--- config.mk ---
export PLATFORM = sky130hd
export DESIGN_NAME = id_ex_ctrl_pipe
export DESIGN_NICKNAME = d
export VERILOG_FILES = /design/src/rtl/ctrl_pkg.sv /design/src/rtl/rv_decoder.sv /design/src/rtl/id_ex_ctrl_pipe.sv
export SDC_FILE = /design/constraint.sdc
export NUM_CORES = 1
export LEC_CHECK = 0
export ABC_AREA = 1
export CAP_MARGIN = 20
export CORE_ASPECT_RATIO = 0.75
export CORE_UTILIZATION = 30
export DETAILED_ROUTE_END_ITERATION = 6
export DONT_BUFFER_PORTS = 1
export GPL_TIMING_DRIVEN = 0
export PLACE_DENSITY = 0.42
export REMOVE_ABC_BUFFERS = 1
export SKIP_LAST_GASP = 1
export SLEW_MARGIN = 20
export SYNTH_ARGS = -nofsm -noshare
export SYNTH_HDL_FRONTEND = slang
export SYNTH_SLANG_ARGS = --single-unit
--- constraint.sdc ---
create_clock -name clk -period 5.2 [get_ports clk]
set_clock_uncertainty 0.1 [all_clocks]
set_input_delay 0.52 -clock clk [delete_from_list [all_inputs] [get_ports clk]]
set_output_delay 0.52 -clock clk [all_outputs]
set_load 0.02 [all_outputs]
--- src/rtl/ctrl_pkg.sv ---
// Shared encodings and the ID/EX control bundle for the RV32I control pipe.
package ctrl_pkg;

    // Internal ALUOp code width; the top level zero-extends to its ALUOP_W port.
    localparam int ALU_CODE_W = 5;

    localparam logic [4:0] ALU_NOP    = 5'd0;
    localparam logic [4:0] ALU_LUI    = 5'd1;
    localparam logic [4:0] ALU_AUIPC  = 5'd2;
    localparam logic [4:0] ALU_ADD    = 5'd3;
    localparam logic [4:0] ALU_SUB    = 5'd4;
    localparam logic [4:0] ALU_BNE    = 5'd5;
    localparam logic [4:0] ALU_BLT    = 5'd6;
    localparam logic [4:0] ALU_BGE    = 5'd7;
    localparam logic [4:0] ALU_BLTU   = 5'd8;
    localparam logic [4:0] ALU_BGEU   = 5'd9;
    localparam logic [4:0] ALU_SLT    = 5'd10;
    localparam logic [4:0] ALU_SLTU   = 5'd11;
    localparam logic [4:0] ALU_XOR    = 5'd12;
    localparam logic [4:0] ALU_OR     = 5'd13;
    localparam logic [4:0] ALU_AND    = 5'd14;
    localparam logic [4:0] ALU_SLL    = 5'd15;
    localparam logic [4:0] ALU_SRA    = 5'd16;
    localparam logic [4:0] ALU_SRL    = 5'd17;
    // M-extension codes are ALU_MUL + funct3 (mul..remu = 18..25).
    localparam logic [4:0] ALU_MUL    = 5'd18;

    // EXTOp one-hot, bit order {SHAMT,I,S,B,U,J}.
    localparam logic [5:0] EXT_NONE   = 6'b000000;
    localparam logic [5:0] EXT_SHAMT  = 6'b100000;
    localparam logic [5:0] EXT_I      = 6'b010000;
    localparam logic [5:0] EXT_S      = 6'b001000;
    localparam logic [5:0] EXT_B      = 6'b000100;
    localparam logic [5:0] EXT_U      = 6'b000010;
    localparam logic [5:0] EXT_J      = 6'b000001;

    localparam logic [1:0] WD_ALU     = 2'b00;
    localparam logic [1:0] WD_MEM     = 2'b01;
    localparam logic [1:0] WD_PC      = 2'b10;

    localparam logic [2:0] NPC_PLUS4  = 3'b000;
    localparam logic [2:0] NPC_BRANCH = 3'b001;
    localparam logic [2:0] NPC_JAL    = 3'b010;
    localparam logic [2:0] NPC_JALR   = 3'b100;

    localparam logic [6:0] OPC_LUI    = 7'b0110111;
    localparam logic [6:0] OPC_AUIPC  = 7'b0010111;
    localparam logic [6:0] OPC_JAL    = 7'b1101111;
    localparam logic [6:0] OPC_JALR   = 7'b1100111;
    localparam logic [6:0] OPC_BRANCH = 7'b1100011;
    localparam logic [6:0] OPC_LOAD   = 7'b0000011;
    localparam logic [6:0] OPC_STORE  = 7'b0100011;
    localparam logic [6:0] OPC_OPIMM  = 7'b0010011;
    localparam logic [6:0] OPC_OP     = 7'b0110011;

    localparam logic [6:0] F7_BASE    = 7'b0000000;
    localparam logic [6:0] F7_ALT     = 7'b0100000;
    localparam logic [6:0] F7_MEXT    = 7'b0000001;

    // Everything the EX stage needs; all-zero is a bubble.
    typedef struct packed {
        logic       valid;
        logic       reg_write;
        logic       mem_write;
        logic       mem_read;
        logic       alu_src;
        logic [5:0] ext_op;
        logic [4:0] alu_op;
        logic [2:0] npc_op;
        logic [1:0] wd_sel;
        logic [2:0] dm_type;
        logic [4:0] rd;
        logic [4:0] rs1;
        logic [4:0] rs2;
    } ctrl_bundle_t;

    localparam ctrl_bundle_t CTRL_BUBBLE = '0;

endpackage

--- src/rtl/rv_decoder.sv ---
// Purely combinational RV32I (+ optional M) decoder producing the control bundle.
module rv_decoder
    import ctrl_pkg::*;
#(
    parameter int ENABLE_MEXT = 0
) (
    input  logic [31:0]  inst,
    output ctrl_bundle_t ctrl,
    output logic         uses_rs1,
    output logic         uses_rs2,
    output logic         illegal
);

    logic [6:0] opcode;
    logic [2:0] funct3;
    logic [6:0] funct7;
    logic [4:0] rd_f;
    logic [4:0] rs1_f;
    logic [4:0] rs2_f;

    assign opcode = inst[6:0];
    assign rd_f   = inst[11:7];
    assign funct3 = inst[14:12];
    assign rs1_f  = inst[19:15];
    assign rs2_f  = inst[24:20];
    assign funct7 = inst[31:25];

    // Decode by format; unused register fields stay 0, and illegal encodings collapse to a bubble.
    always_comb begin
        ctrl     = CTRL_BUBBLE;
        uses_rs1 = 1'b0;
        uses_rs2 = 1'b0;
        illegal  = 1'b0;
        case (opcode)
            OPC_LUI, OPC_AUIPC: begin
                ctrl.reg_write = 1'b1;
                ctrl.alu_src   = 1'b1;
                ctrl.ext_op    = EXT_U;
                ctrl.alu_op    = (opcode == OPC_LUI) ? ALU_LUI : ALU_AUIPC;
                ctrl.wd_sel    = WD_ALU;
                ctrl.rd        = rd_f;
            end
            OPC_JAL: begin
                ctrl.reg_write = 1'b1;
                ctrl.ext_op    = EXT_J;
                ctrl.alu_op    = ALU_NOP;
                ctrl.npc_op    = NPC_JAL;
                ctrl.wd_sel    = WD_PC;
                ctrl.rd        = rd_f;
            end
            OPC_JALR: begin
                if (funct3 == 3'b000) begin
                    ctrl.reg_write = 1'b1;
                    ctrl.alu_src   = 1'b1;
                    ctrl.ext_op    = EXT_I;
                    ctrl.alu_op    = ALU_NOP;
                    ctrl.npc_op    = NPC_JALR;
                    ctrl.wd_sel    = WD_PC;
                    ctrl.rd        = rd_f;
                    ctrl.rs1       = rs1_f;
                    uses_rs1       = 1'b1;
                end else begin
                    illegal = 1'b1;
                end
            end
            OPC_BRANCH: begin
                ctrl.ext_op = EXT_B;
                ctrl.npc_op = NPC_BRANCH;
                ctrl.rs1    = rs1_f;
                ctrl.rs2    = rs2_f;
                uses_rs1    = 1'b1;
                uses_rs2    = 1'b1;
                case (funct3)
                    3'b000:  ctrl.alu_op = ALU_SUB;
                    3'b001:  ctrl.alu_op = ALU_BNE;
                    3'b100:  ctrl.alu_op = ALU_BLT;
                    3'b101:  ctrl.alu_op = ALU_BGE;
                    3'b110:  ctrl.alu_op = ALU_BLTU;
                    3'b111:  ctrl.alu_op = ALU_BGEU;
                    default: illegal = 1'b1;
                endcase
            end
            OPC_LOAD: begin
                ctrl.reg_write = 1'b1;
                ctrl.mem_read  = 1'b1;
                ctrl.alu_src   = 1'b1;
                ctrl.ext_op    = EXT_I;
                ctrl.alu_op    = ALU_ADD;
                ctrl.wd_sel    = WD_MEM;
                ctrl.dm_type   = funct3;
                ctrl.rd        = rd_f;
                ctrl.rs1       = rs1_f;
                uses_rs1       = 1'b1;
                case (funct3)
                    3'b000, 3'b001, 3'b010, 3'b100, 3'b101: ;
                    default: illegal = 1'b1;
                endcase
            end
            OPC_STORE: begin
                ctrl.mem_write = 1'b1;
                ctrl.alu_src   = 1'b1;
                ctrl.ext_op    = EXT_S;
                ctrl.alu_op    = ALU_ADD;
                ctrl.dm_type   = funct3;
                ctrl.rs1       = rs1_f;
                ctrl.rs2       = rs2_f;
                uses_rs1       = 1'b1;
                uses_rs2       = 1'b1;
                if (funct3 > 3'b010) begin
                    illegal = 1'b1;
                end
            end
            OPC_OPIMM: begin
                ctrl.reg_write = 1'b1;
                ctrl.alu_src   = 1'b1;
                ctrl.ext_op    = EXT_I;
                ctrl.rd        = rd_f;
                ctrl.rs1       = rs1_f;
                uses_rs1       = 1'b1;
                case (funct3)
                    3'b000: ctrl.alu_op = ALU_ADD;
                    3'b010: ctrl.alu_op = ALU_SLT;
                    3'b011: ctrl.alu_op = ALU_SLTU;
                    3'b100: ctrl.alu_op = ALU_XOR;
                    3'b110: ctrl.alu_op = ALU_OR;
                    3'b111: ctrl.alu_op = ALU_AND;
                    3'b001: begin
                        ctrl.ext_op = EXT_SHAMT;
                        ctrl.alu_op = ALU_SLL;
                        if (funct7 != F7_BASE) illegal = 1'b1;
                    end
                    default: begin
                        ctrl.ext_op = EXT_SHAMT;
                        if (funct7 == F7_BASE)     ctrl.alu_op = ALU_SRL;
                        else if (funct7 == F7_ALT) ctrl.alu_op = ALU_SRA;
                        else                       illegal = 1'b1;
                    end
                endcase
            end
            OPC_OP: begin
                ctrl.reg_write = 1'b1;
                ctrl.rd        = rd_f;
                ctrl.rs1       = rs1_f;
                ctrl.rs2       = rs2_f;
                uses_rs1       = 1'b1;
                uses_rs2       = 1'b1;
                if (funct7 == F7_BASE) begin
                    case (funct3)
                        3'b000:  ctrl.alu_op = ALU_ADD;
                        3'b001:  ctrl.alu_op = ALU_SLL;
                        3'b010:  ctrl.alu_op = ALU_SLT;
                        3'b011:  ctrl.alu_op = ALU_SLTU;
                        3'b100:  ctrl.alu_op = ALU_XOR;
                        3'b101:  ctrl.alu_op = ALU_SRL;
                        3'b110:  ctrl.alu_op = ALU_OR;
                        default: ctrl.alu_op = ALU_AND;
                    endcase
                end else if (funct7 == F7_ALT) begin
                    if (funct3 == 3'b000)      ctrl.alu_op = ALU_SUB;
                    else if (funct3 == 3'b101) ctrl.alu_op = ALU_SRA;
                    else                       illegal = 1'b1;
                end else if (funct7 == F7_MEXT && ENABLE_MEXT != 0) begin
                    ctrl.alu_op = ALU_MUL + {2'b00, funct3};
                end else begin
                    illegal = 1'b1;
                end
            end
            default: illegal = 1'b1;
        endcase

        if (illegal) begin
            ctrl     = CTRL_BUBBLE;
            uses_rs1 = 1'b0;
            uses_rs2 = 1'b0;
        end else begin
            ctrl.valid = 1'b1;
        end
    end

endmodule

--- src/rtl/id_ex_ctrl_pipe.sv ---
// ID-stage control: decode, load-use hazard detection, flush handling and the ID/EX control register.
module id_ex_ctrl_pipe
    import ctrl_pkg::*;
#(
    parameter int ENABLE_MEXT = 0,
    parameter int ALUOP_W     = 5,   // must be >= 5
    parameter int REG_AW      = 5
) (
    input  logic               clk,
    input  logic               rst,
    input  logic               id_valid,
    input  logic [31:0]        id_inst,
    input  logic               flush,
    output logic               stall,
    output logic               ex_valid,
    output logic               ex_RegWrite,
    output logic               ex_MemWrite,
    output logic               ex_MemRead,
    output logic               ex_ALUSrc,
    output logic [5:0]         ex_EXTOp,
    output logic [ALUOP_W-1:0] ex_ALUOp,
    output logic [2:0]         ex_NPCOp,
    output logic [1:0]         ex_WDSel,
    output logic [2:0]         ex_DMType,
    output logic [REG_AW-1:0]  ex_rd,
    output logic [REG_AW-1:0]  ex_rs1,
    output logic [REG_AW-1:0]  ex_rs2,
    output logic               illegal
);

    ctrl_bundle_t dec_ctrl;
    logic         dec_uses_rs1;
    logic         dec_uses_rs2;
    logic         dec_illegal;
    ctrl_bundle_t ex_q;
    ctrl_bundle_t ex_d;
    logic         illegal_q;
    logic         illegal_d;
    logic         hazard;

    rv_decoder #(.ENABLE_MEXT(ENABLE_MEXT)) u_decoder (
        .inst     (id_inst),
        .ctrl     (dec_ctrl),
        .uses_rs1 (dec_uses_rs1),
        .uses_rs2 (dec_uses_rs2),
        .illegal  (dec_illegal)
    );

    // Load-use: the load in EX writes a register the ID instruction reads; x0 never hazards.
    always_comb begin
        hazard = ex_q.valid & ex_q.mem_read & (ex_q.rd != 5'd0) &
                 ((dec_uses_rs1 & (dec_ctrl.rs1 == ex_q.rd)) |
                  (dec_uses_rs2 & (dec_ctrl.rs2 == ex_q.rd)));
        stall  = hazard & ~flush;
    end

    // Next ID/EX contents: flush beats stall beats an empty slot; only a real issue can flag illegal.
    always_comb begin
        ex_d      = CTRL_BUBBLE;
        illegal_d = 1'b0;
        if (flush || hazard || !id_valid) begin
            ex_d      = CTRL_BUBBLE;
            illegal_d = 1'b0;
        end else begin
            ex_d      = dec_ctrl;
            illegal_d = dec_illegal;
        end
    end

    // ID/EX control register with synchronous reset to a bubble.
    always_ff @(posedge clk) begin
        if (rst) begin
            ex_q      <= CTRL_BUBBLE;
            illegal_q <= 1'b0;
        end else begin
            ex_q      <= ex_d;
            illegal_q <= illegal_d;
        end
    end

    assign ex_valid    = ex_q.valid;
    assign ex_RegWrite = ex_q.reg_write;
    assign ex_MemWrite = ex_q.mem_write;
    assign ex_MemRead  = ex_q.mem_read;
    assign ex_ALUSrc   = ex_q.alu_src;
    assign ex_EXTOp    = ex_q.ext_op;
    assign ex_ALUOp    = ALUOP_W'(ex_q.alu_op);
    assign ex_NPCOp    = ex_q.npc_op;
    assign ex_WDSel    = ex_q.wd_sel;
    assign ex_DMType   = ex_q.dm_type;
    assign ex_rd       = REG_AW'(ex_q.rd);
    assign ex_rs1      = REG_AW'(ex_q.rs1);
    assign ex_rs2      = REG_AW'(ex_q.rs2);
    assign illegal     = illegal_q;

endmodule

Word level (Yosys, flattened, before mapping)
Index checks and enable logic that the tools add are counted.

word-level totals
  bits in registers = 40
  logic and storage cells = 107
  input bits = 36
  output and inout port bits = 41

cells by class
  mux-type cells = 44
  order comparisons = 1
  bitwise logic cells = 9
  equal/unequal tests = 19
  reduce and logical (&&, ||, !) cells = 20

operators by type and width
  kind                                            number
  case mux 5 bit (7 select lines)                 2
  case mux 6 bit (7 select lines)                 1
  two-way mux 5 bit                               7
  case mux 5 bit (6 select lines)                 1
  == test 7 x 6 -> 1 bit (second input constant)  4
  case mux 4 bit (6 select lines)                 1
  == test 7 bit (second input constant)           3
  two-way mux 10 bit                              2
  case mux 5 bit (2 select lines)                 2
  two-way mux 1 bit                               18
  OR reduction 6 bit                              3
  two-way mux 17 bit                              1
  OR reduction 5 bit                              3
  == test 7 x 5 -> 1 bit (second input constant)  2
  == test 3 bit (second input constant)           4
  == test 5 bit                                   2
  case mux 3 bit (3 select lines)                 1
  OR reduction 3 bit                              3
  case mux 1 bit (2 select lines)                 4
  == test 7 x 2 -> 1 bit (second input constant)  1
  logical NOT 7 bit                               1
  case mux 1 bit (7 select lines)                 1
  nonzero test 7 bit                              1
  bitwise AND 1 bit                               6
  14 further kinds                                19

Depth between registers and ports, before layout
Gate-level depths: netlist (run 1).

  depth in word-level cells = 14
  depth in mapped cells = 19
  gate-level depth less buffers = 17

Cells and area by module
Synthesis (run 1) repeated with hierarchy kept, for this count alone.

second synthesis, totals
  cells, all modules = 356
  area, all modules = 2217.1 um^2

modules (own cells, without submodules)
  module           cells an instance  times used  seq. area each (um^2)  area each (um^2)
  id_ex_ctrl_pipe  176                1           800.8                  1395.1
  rv_decoder       180                1           0.0                    822.0

Least setup slack after synthesis (run 1)
No wires, ideal clock.

  path type = input -> output
  from = input id_inst[1]
  to = output stall
  required time = 4.580 ns
  arrival = 2.143 ns
  path buffers = 1
  stages = 15
  setup slack = 2.437 ns
  path through = nand2_1 nor2_2 buf_4 o21ai_1 nand3_1 nand2_1 nor2_1 nand2_1 nor2_1 nand2_1 a21oi_1 nand2_1 nand2_2 nand2_4 nor2_1

between the ends
  cells in the longest elaborated chain, start to end = 9

ends and longest elaborated chain
  element                                                                    RTL line                                      text
  from (decl)                                                                id_ex_ctrl_pipe.sv:12                         input logic [31:0] id_inst,
  == test 7 x 5 -> 1 bit, or another cell as far along                       rv_decoder.sv:34                              case (opcode)
  OR reduction 3 bit (no source line) or OR reduction 5 bit (tied branches)  -
  case mux 1 bit (7 select lines), or another cell as far along              rv_decoder.sv:34
  two-way mux 10 bit                                                         rv_decoder.sv:171                             if (illegal) begin
  == test 5 bit (on tied branches)                                           id_ex_ctrl_pipe.sv:52, id_ex_ctrl_pipe.sv:53
  bitwise AND 1 bit (on tied branches)                                       id_ex_ctrl_pipe.sv:52, id_ex_ctrl_pipe.sv:53
  bitwise OR 1 bit (*)                                                       id_ex_ctrl_pipe.sv:52                         ((dec_uses_rs1 & (dec_ctrl.rs1 == ex_q.rd)) |
  bitwise AND 1 bit (*)                                                      id_ex_ctrl_pipe.sv:51                         hazard = ex_q.valid & ex_q.mem_read & (ex_q.rd != 5'd0) &
  bitwise AND 1 bit (*)                                                      id_ex_ctrl_pipe.sv:54                         stall = hazard & ~flush;
  to (decl)                                                                  id_ex_ctrl_pipe.sv:14                         output logic stall,

Every way passes the cells marked *; elsewhere a longest branch is shown, timed or not.

Worst setup path in the final report (run 1)
  from = input id_inst[3]
  to = output stall

Same word-level chain as after synthesis.

==> impl_metrics.env, run 1 <==
export IMPL_power_w=0.0005410
export IMPL_fin_cells=354
export IMPL_row_count=24
export IMPL_drt_pre_antenna_iters=4
export IMPL_cts_resized=0
export IMPL_layout_min_cycle_time_ns=3.333
export IMPL_p_switching_w=0.0001376
export IMPL_synth_edf_count=0
export IMPL_core_um2=5856
export IMPL_wire_per_inst_um=13.93
export IMPL_status="finished clean"
export IMPL_synthCells=274
export IMPL_routed_wl_um=4930
export IMPL_relSlewSlack=0.4915
export IMPL_slew_violations=0
export IMPL_rsz0062_at_grt="false"
export IMPL_post_route_cell_area_um2=1982
export IMPL_setup_tns_ns=0
export IMPL_dpl_hpwl_um=3935
export IMPL_cts_buffers=5
export IMPL_drive_above_1_share=0.07971
export IMPL_via_count=1641
export IMPL_antenna_found_initial=0
export IMPL_met2_length_um=1790
export IMPL_grt_overflow_total=0
export IMPL_start_util=0.3139
export IMPL_finalSetupViolCount=0
export IMPL_layout_nets=311
export IMPL_cellPowerDensity_nw_per_um2=273.0
export IMPL_ys_types=32
export IMPL_worst_setup_path_start_kind="input port"
export IMPL_cap_violations=0
export IMPL_final_cell_mix="nor2_1, nand2_1, inv_1, dfxtp_1, nand3_1"
export IMPL_cp_max_fo=12
export IMPL_wl_met3_um=374
export IMPL_worst_setup_path_end_kind="output port"
export IMPL_cts_tree="yes"
export IMPL_numPortBuffers=0
export IMPL_p_comb_frac=0.055
export IMPL_met1_length_um=2727
export IMPL_hold_viol_final=0
export IMPL_clock_sinks=39
export IMPL_leakage_nw=0.9329
export IMPL_grt_pass1_vias=1494
export IMPL_p_seq_frac=0.554
export IMPL_drt_initial_drc_count=74
export IMPL_ctsLongestPathBuffers=2
export IMPL_antenna_left=0
export IMPL_grt_max_degree=16
export IMPL_fp_dieW_um=92.38
export IMPL_clock_fmax_mhz=300.0
export IMPL_cts_root_buf="clkbuf_8"
export IMPL_ys_ff_latch=39
export IMPL_clkPwrFrac=0.391
export IMPL_ys_flop_type="dfxtp_1"
export IMPL_grt_pass1_wl_um=7852
export IMPL_syn_cell_area_um2=1838
export IMPL_critPathArrivalTime_ns=2.71
export IMPL_dp_cells=346
export IMPL_path_clk_slew_ns=0.08
export IMPL_p_int_w=0.0004034
export IMPL_yosysSeqAreaShare=0.4248
export IMPL_worst_slew_pin_slew_ns=0.7611
export IMPL_switching_share=0.2543
export IMPL_synth_avg_cell_area_um2=6.708
export IMPL_vias_per_cell=4.636
export IMPL_diodes=0
export IMPL_ctsHoldBuffers=0
export IMPL_clock_latency_ns=0.29
export IMPL_nFillCells=693
export IMPL_layout_cells_most_common="nor2_1"
export IMPL_highest_layer="met4"
export IMPL_hold_class="input port to register"
export IMPL_gp_congestion=0.8453
export IMPL_worstSetupPathType="input port to output port"
export IMPL_io_pins=77
export IMPL_postCtsSetupRepairBufs=0
export IMPL_place_area_um2=1889
export IMPL_htreeDepth=2
export IMPL_drc=0
export IMPL_timing_hold_ws_ns=0.2379
export IMPL_irDropWorstVdd_mv=0.09174
export IMPL_worstPathRequired_ns=4.58
export IMPL_area_growth_syn_to_layout_pct=7.828
export IMPL_fp_dieArea_um2=6447
export IMPL_chipHeight_um=69.79
export IMPL_finalCritPeriodShare=0.6410
export IMPL_yosysWarnings=0
export IMPL_grt_use_total=0.1597
export IMPL_synthArstFlopShare=0
[state kept, by name (all words and copies together), names as in the netlist]
name,flops
ex_ALUOp,5
ex_ALUSrc,1
ex_DMType,3
ex_EXTOp,6
ex_MemWrite,1
ex_NPCOp,3
ex_RegWrite,1
ex_WDSel,2
ex_rd,5
ex_rs1,5
ex_rs2,5
ex_valid,1
illegal,1
[routing by layer]
metal,global-route usage,vias up
li1,-,851
met1,0.2574,718
met2,0.1967,68
met3,0.04715,4
met4,0.04167,0
met5,0,-
[synth_stat cells, drive strengths merged, types with 2 or more instances]
cell type  count  area [µm²]
a2111oi        2       17.52
a21oi         10       50.05
buf            6       46.29
dfxtp         39       780.8
inv           47       176.4
nand2         57       224.0
nand3         14       75.07
nand4         10       62.56
nor2          68       267.8
nor3           5       30.03
o21ai          5       25.02
[metrics by stage]
step                      utilization  worst slack (ns)
after detailed placement       0.3227             1.833
after floorplan                     -             2.262
after global routing           0.3385             1.556
after CTS                      0.3385             1.828
final                          0.3385             1.867
after global placement         0.3227             1.821
[worst max-delay path, stage by stage]
cell,delay [ns]
inv_2,0.05
nand2_1,0.06
nor2_2,0.31
o21ai_1,0.19
nand3_1,0.12
nand3_1,0.10
nor2_2,0.38
nand2_1,0.22
nor2_1,0.14
nand4_1,0.11
nand2_2,0.10
nand2_4,0.08
nor2_1,0.31
[cells by family (layout without fill, tap and decap cells)]
family | Yosys count | count (layout) | share of synthesized area
AOI/OAI and AO/OA | 22 | 22 | 0.07080
xor gates and xnor gates | 2 | 2 | 0.009532
buffers and inverters | 53 | 55 | 0.1212
DFF | 39 | 39 | 0.4248
and+or+nand+nor | 158 | 158 | 0.3737
[worst paths after layout]
path	to	cells after the start	start	slack [ns]
hold / removal	ex_rd[4]	2	id_inst[11]	0.24
setup / recovery	stall	13	id_inst[3]	1.87
setup reg to reg	ex_ALUOp[0]	9	ex_rd[0]	3.14
hold reg to reg	ex_NPCOp[2]	5	ex_valid	0.81
[power by group through the flow]
stage	combinational, W	sequential (W)	clock, W
floorplan	0.0000229	0.000307	0
global placement	0.0000294	0.000307	0
detailed placement	0.0000293	0.000307	0
CTS	0.0000295	0.000300	0.000221
global route	0.0000340	0.000300	0.000236
finish	0.0000298	0.000300	0.000212
[layout make-up]
| type | instances | area (µm²) | share of cell area |
|---|---|---|---|
| Clock inverter | 3 | 23.77 | 0.01199 |
| Tap cell | 78 | 97.59 | 0.04924 |
| Inverter | 47 | 176.4 | 0.08902 |
| Multi-Input combinational cell | 182 | 834.6 | 0.4211 |
| Sequential cell | 39 | 780.7 | 0.3939 |
| Clock buffer | 5 | 68.82 | 0.03472 |
(Power assumes the default switching activity.)
==> run 2, diff against run 1 <==
--- a/config.mk
+++ b/config.mk
@@ -12,7 +12,7 @@
 export DETAILED_ROUTE_END_ITERATION = 6
 export DONT_BUFFER_PORTS = 1
 export GPL_TIMING_DRIVEN = 0
-export PLACE_DENSITY = 0.42
+export PLACE_DENSITY = 0.43
 export REMOVE_ABC_BUFFERS = 1
 export SKIP_LAST_GASP = 1
 export SLEW_MARGIN = 20
==> constraint.sdc (replaced) <==
create_clock -name clk -period 2.69 [get_ports clk]
set_clock_uncertainty 0.1 [all_clocks]
set_input_delay 0.269 -clock clk [delete_from_list [all_inputs] [get_ports clk]]
set_output_delay 0.269 -clock clk [all_outputs]
set_load 0.02 [all_outputs]
==> run 2 against run 1 <==
  * Sequential share of layout area is 2.8 points lower
  * Non-clock buffer count is 12 higher
  * Via count is 3.7% higher
  * Sequential power grew 93%
  * Highest routed layer unchanged
  * Cell count is 3.4% higher
  * Register-to-register slack got worse by 2.5 ns
  * Largest cell class unchanged
  * Worst setup slack worse by 1.7 ns
  * Hold slack worse by 0.23 ns
  * Critical endpoint unchanged
  * Clock-buffer cell count unchanged
==> impl_metrics.env, run 2 (synthesized netlist as in run 1, its figures left out) <==
export IMPL_status="finished clean"
export IMPL_wire_per_inst_um=13.80
export IMPL_start_util=0.3139
export IMPL_row_count=24
export IMPL_ctsLongestPathBuffers=2
export IMPL_hold_path_depth=2
export IMPL_largest_register_ffs=6
export IMPL_clock_sinks=39
export IMPL_clock_latency_ns=0.28
export IMPL_dpl_hpwl_um=3937
export IMPL_hold_start="id_inst[22]"
export IMPL_hold_path_end="ex_rs2[2]"
export IMPL_diodes=0
export IMPL_pre_cts_slack_ns=-0.3115
export IMPL_irDropWorstVdd_mv=0.2169
export IMPL_worst_setup_path_start_kind="input port"
export IMPL_finalCritPeriodShare=0.9252
export IMPL_cts_root_buf="clkbuf_8"
export IMPL_grt_max_degree=16
export IMPL_vias_per_cell=4.650
export IMPL_cts_tree="yes"
export IMPL_r2r_cells=9
export IMPL_r2r_slack_ns=0.63
export IMPL_antenna_left=0
export IMPL_grt_pass1_wl_um=7838
export IMPL_drt_pre_antenna_iters=4
export IMPL_grt_use_total=0.1612
export IMPL_slew_violations=0
export IMPL_io_pins=77
export IMPL_grt_pass1_vias=1537
export IMPL_p_int_w=0.0008816
export IMPL_numPortBuffers=0
export IMPL_drt_initial_drc_count=76
export IMPL_layout_min_cycle_time_ns=2.489
export IMPL_area_growth_syn_to_layout_pct=16.00
export IMPL_critPathArrivalTime_ns=2.12
export IMPL_cellPowerDensity_nw_per_um2=535.5
export IMPL_via_count=1702
export IMPL_final_cell_mix="nor2_1, nand2_1, inv_1, dfxtp_1, nand3_1"
export IMPL_drive_above_1_share=0.1042
export IMPL_path_clk_slew_ns=0.07
export IMPL_layout_cells_most_common="nor2_1"
export IMPL_gp_congestion=0.8347
export IMPL_clock_fmax_mhz=401.8
export IMPL_routed_wl_um=5052
export IMPL_timing_rr_start="ex_rd[0]"
export IMPL_antenna_found_initial=0
export IMPL_p_comb_frac=0.063
export IMPL_fin_util=0.3641
export IMPL_hold_class="input port to register"
export IMPL_cp_max_fo=9
export IMPL_timing_final_ws_setup_ns=0.2011
export IMPL_core_um2=5856
export IMPL_worstPathRequired_ns=2.32
export IMPL_grt_overflow_total=0
export IMPL_p_seq_frac=0.507
export IMPL_worstSetupPathType="input port to output port"
export IMPL_relSlewSlack=0.4819
export IMPL_switching_share=0.2279
export IMPL_hold_viol_final=0
export IMPL_rsz0062_at_grt="false"
export IMPL_cts_buffers=5
export IMPL_cap_violations=0
export IMPL_clkPwrFrac=0.430
export IMPL_fp_dieW_um=92.38
export IMPL_chipHeight_um=69.79
export IMPL_fp_dieArea_um2=6447
export IMPL_drc=0
export IMPL_htreeDepth=2
export IMPL_finalSetupViolCount=0
export IMPL_leakage_nw=1.004
export IMPL_p_switching_w=0.0002602
export IMPL_layout_nets=323
export IMPL_r2r_end="ex_ALUOp[0]"
export IMPL_worst_setup_path_end_kind="output port"
export IMPL_worst_slew_pin_slew_ns=0.7755
-- run 2: cell types whose count changed in the layout (fill, tap and decap cells not counted) --
cell           before  now
dlygate4sd3_1       0    8
buf_4               0    4
nor2_1             65   61
clkinvlp_4          2    0
nor2_2              2    4
nor2_4              1    3
bufinv_16           0    1
clkinv_2            0    1
clkinv_4            0    1
inv_6               1    0
-- run 2: how the worst max path moves through the flow --
stage	start	endpoint	slack [ns]	depth (start not counted)
5_1_grt	id_inst[1]	stall	0.02	14
3_3_place_gp	id_inst[1]	ex_rs1[2]	-0.26	14
6_report	id_inst[1]	stall	0.20	14
3_5_place_dp	id_inst[1]	ex_ALUOp[0]	-0.31	14
2_1_floorplan	id_inst[1]	stall	0.25	12
4_1_cts	id_inst[28]	stall	0.03	15
-- run 2: stage by stage --
step / power (W) / TNS (ns) / std cells / hold slack, ns / cell area, µm²
floorplan: 0.0006368 / 0 / 268 / 0.2812 / 1792
global placement: 0.0006493 / -7.258 / 346 / 0.2836 / 1889
finish: 0.001142 / 0 / 366 / 0.005645 / 2132
global route: 0.001197 / 0 / 366 / 0.009810 / 2132
detailed placement: 0.0006490 / -7.688 / 346 / 0.2839 / 1889
CTS: 0.001154 / 0 / 362 / 0.00008804 / 2092
-- run 2: what timing repair did --
| item | 4_1_cts | 5_1_grt |
|---|---|---|
| gates resized for setup | 2 | 4 |
| endpoints found under the hold margin | 8 | 0 |
| pin swaps | 0 | 1 |
| endpoints found under the setup margin | 2 | 27 |
| setup buffers | 0 | 4 |
| hold buffers | 8 | 0 |
-- run 2: layout make-up --
type,count,area (µm²)
clock buffers,5,68.82
clock inverters,3,43.79
fillers,678,3724
inverters,47,176.4
multi-input cells,182,854.6
flip-flops and latches,39,780.7
well taps,78,97.59
repair buffers,12,110.1
-- run 2: worst max-delay path: stages --
cell and delay, ns:
nand2_1 0.10, nor3_1 0.48, nand3_1 0.13, nand2_1 0.11
inv_1 0.04, nand2_1 0.09, nor2_4 0.07, nand2_1 0.14
inv_1 0.11, nand3_1 0.08, nand4_1 0.09, nand2_2 0.10
nand2_4 0.08, nor2_2 0.22
-- run 2: per-layer routing --
layer	track usage	vias to the layer above	wire length, µm
met5	0	-	0
met4	0.05208	0	55
met3	0.04276	8	352
met2	0.2008	66	1903
met1	0.2573	748	2742
li1	-	880	-
-- run 2: power groups by stage --
stage	combinational (W)	clock, W	sequential (W)
after global routing	0.0000808	0.000537	0.000579
after detailed placement	0.0000563	0	0.000593
after global placement	0.0000565	0	0.000593
final	0.0000715	0.000491	0.000579
after floorplan	0.0000443	0	0.000593
after CTS	0.0000672	0.000508	0.000579
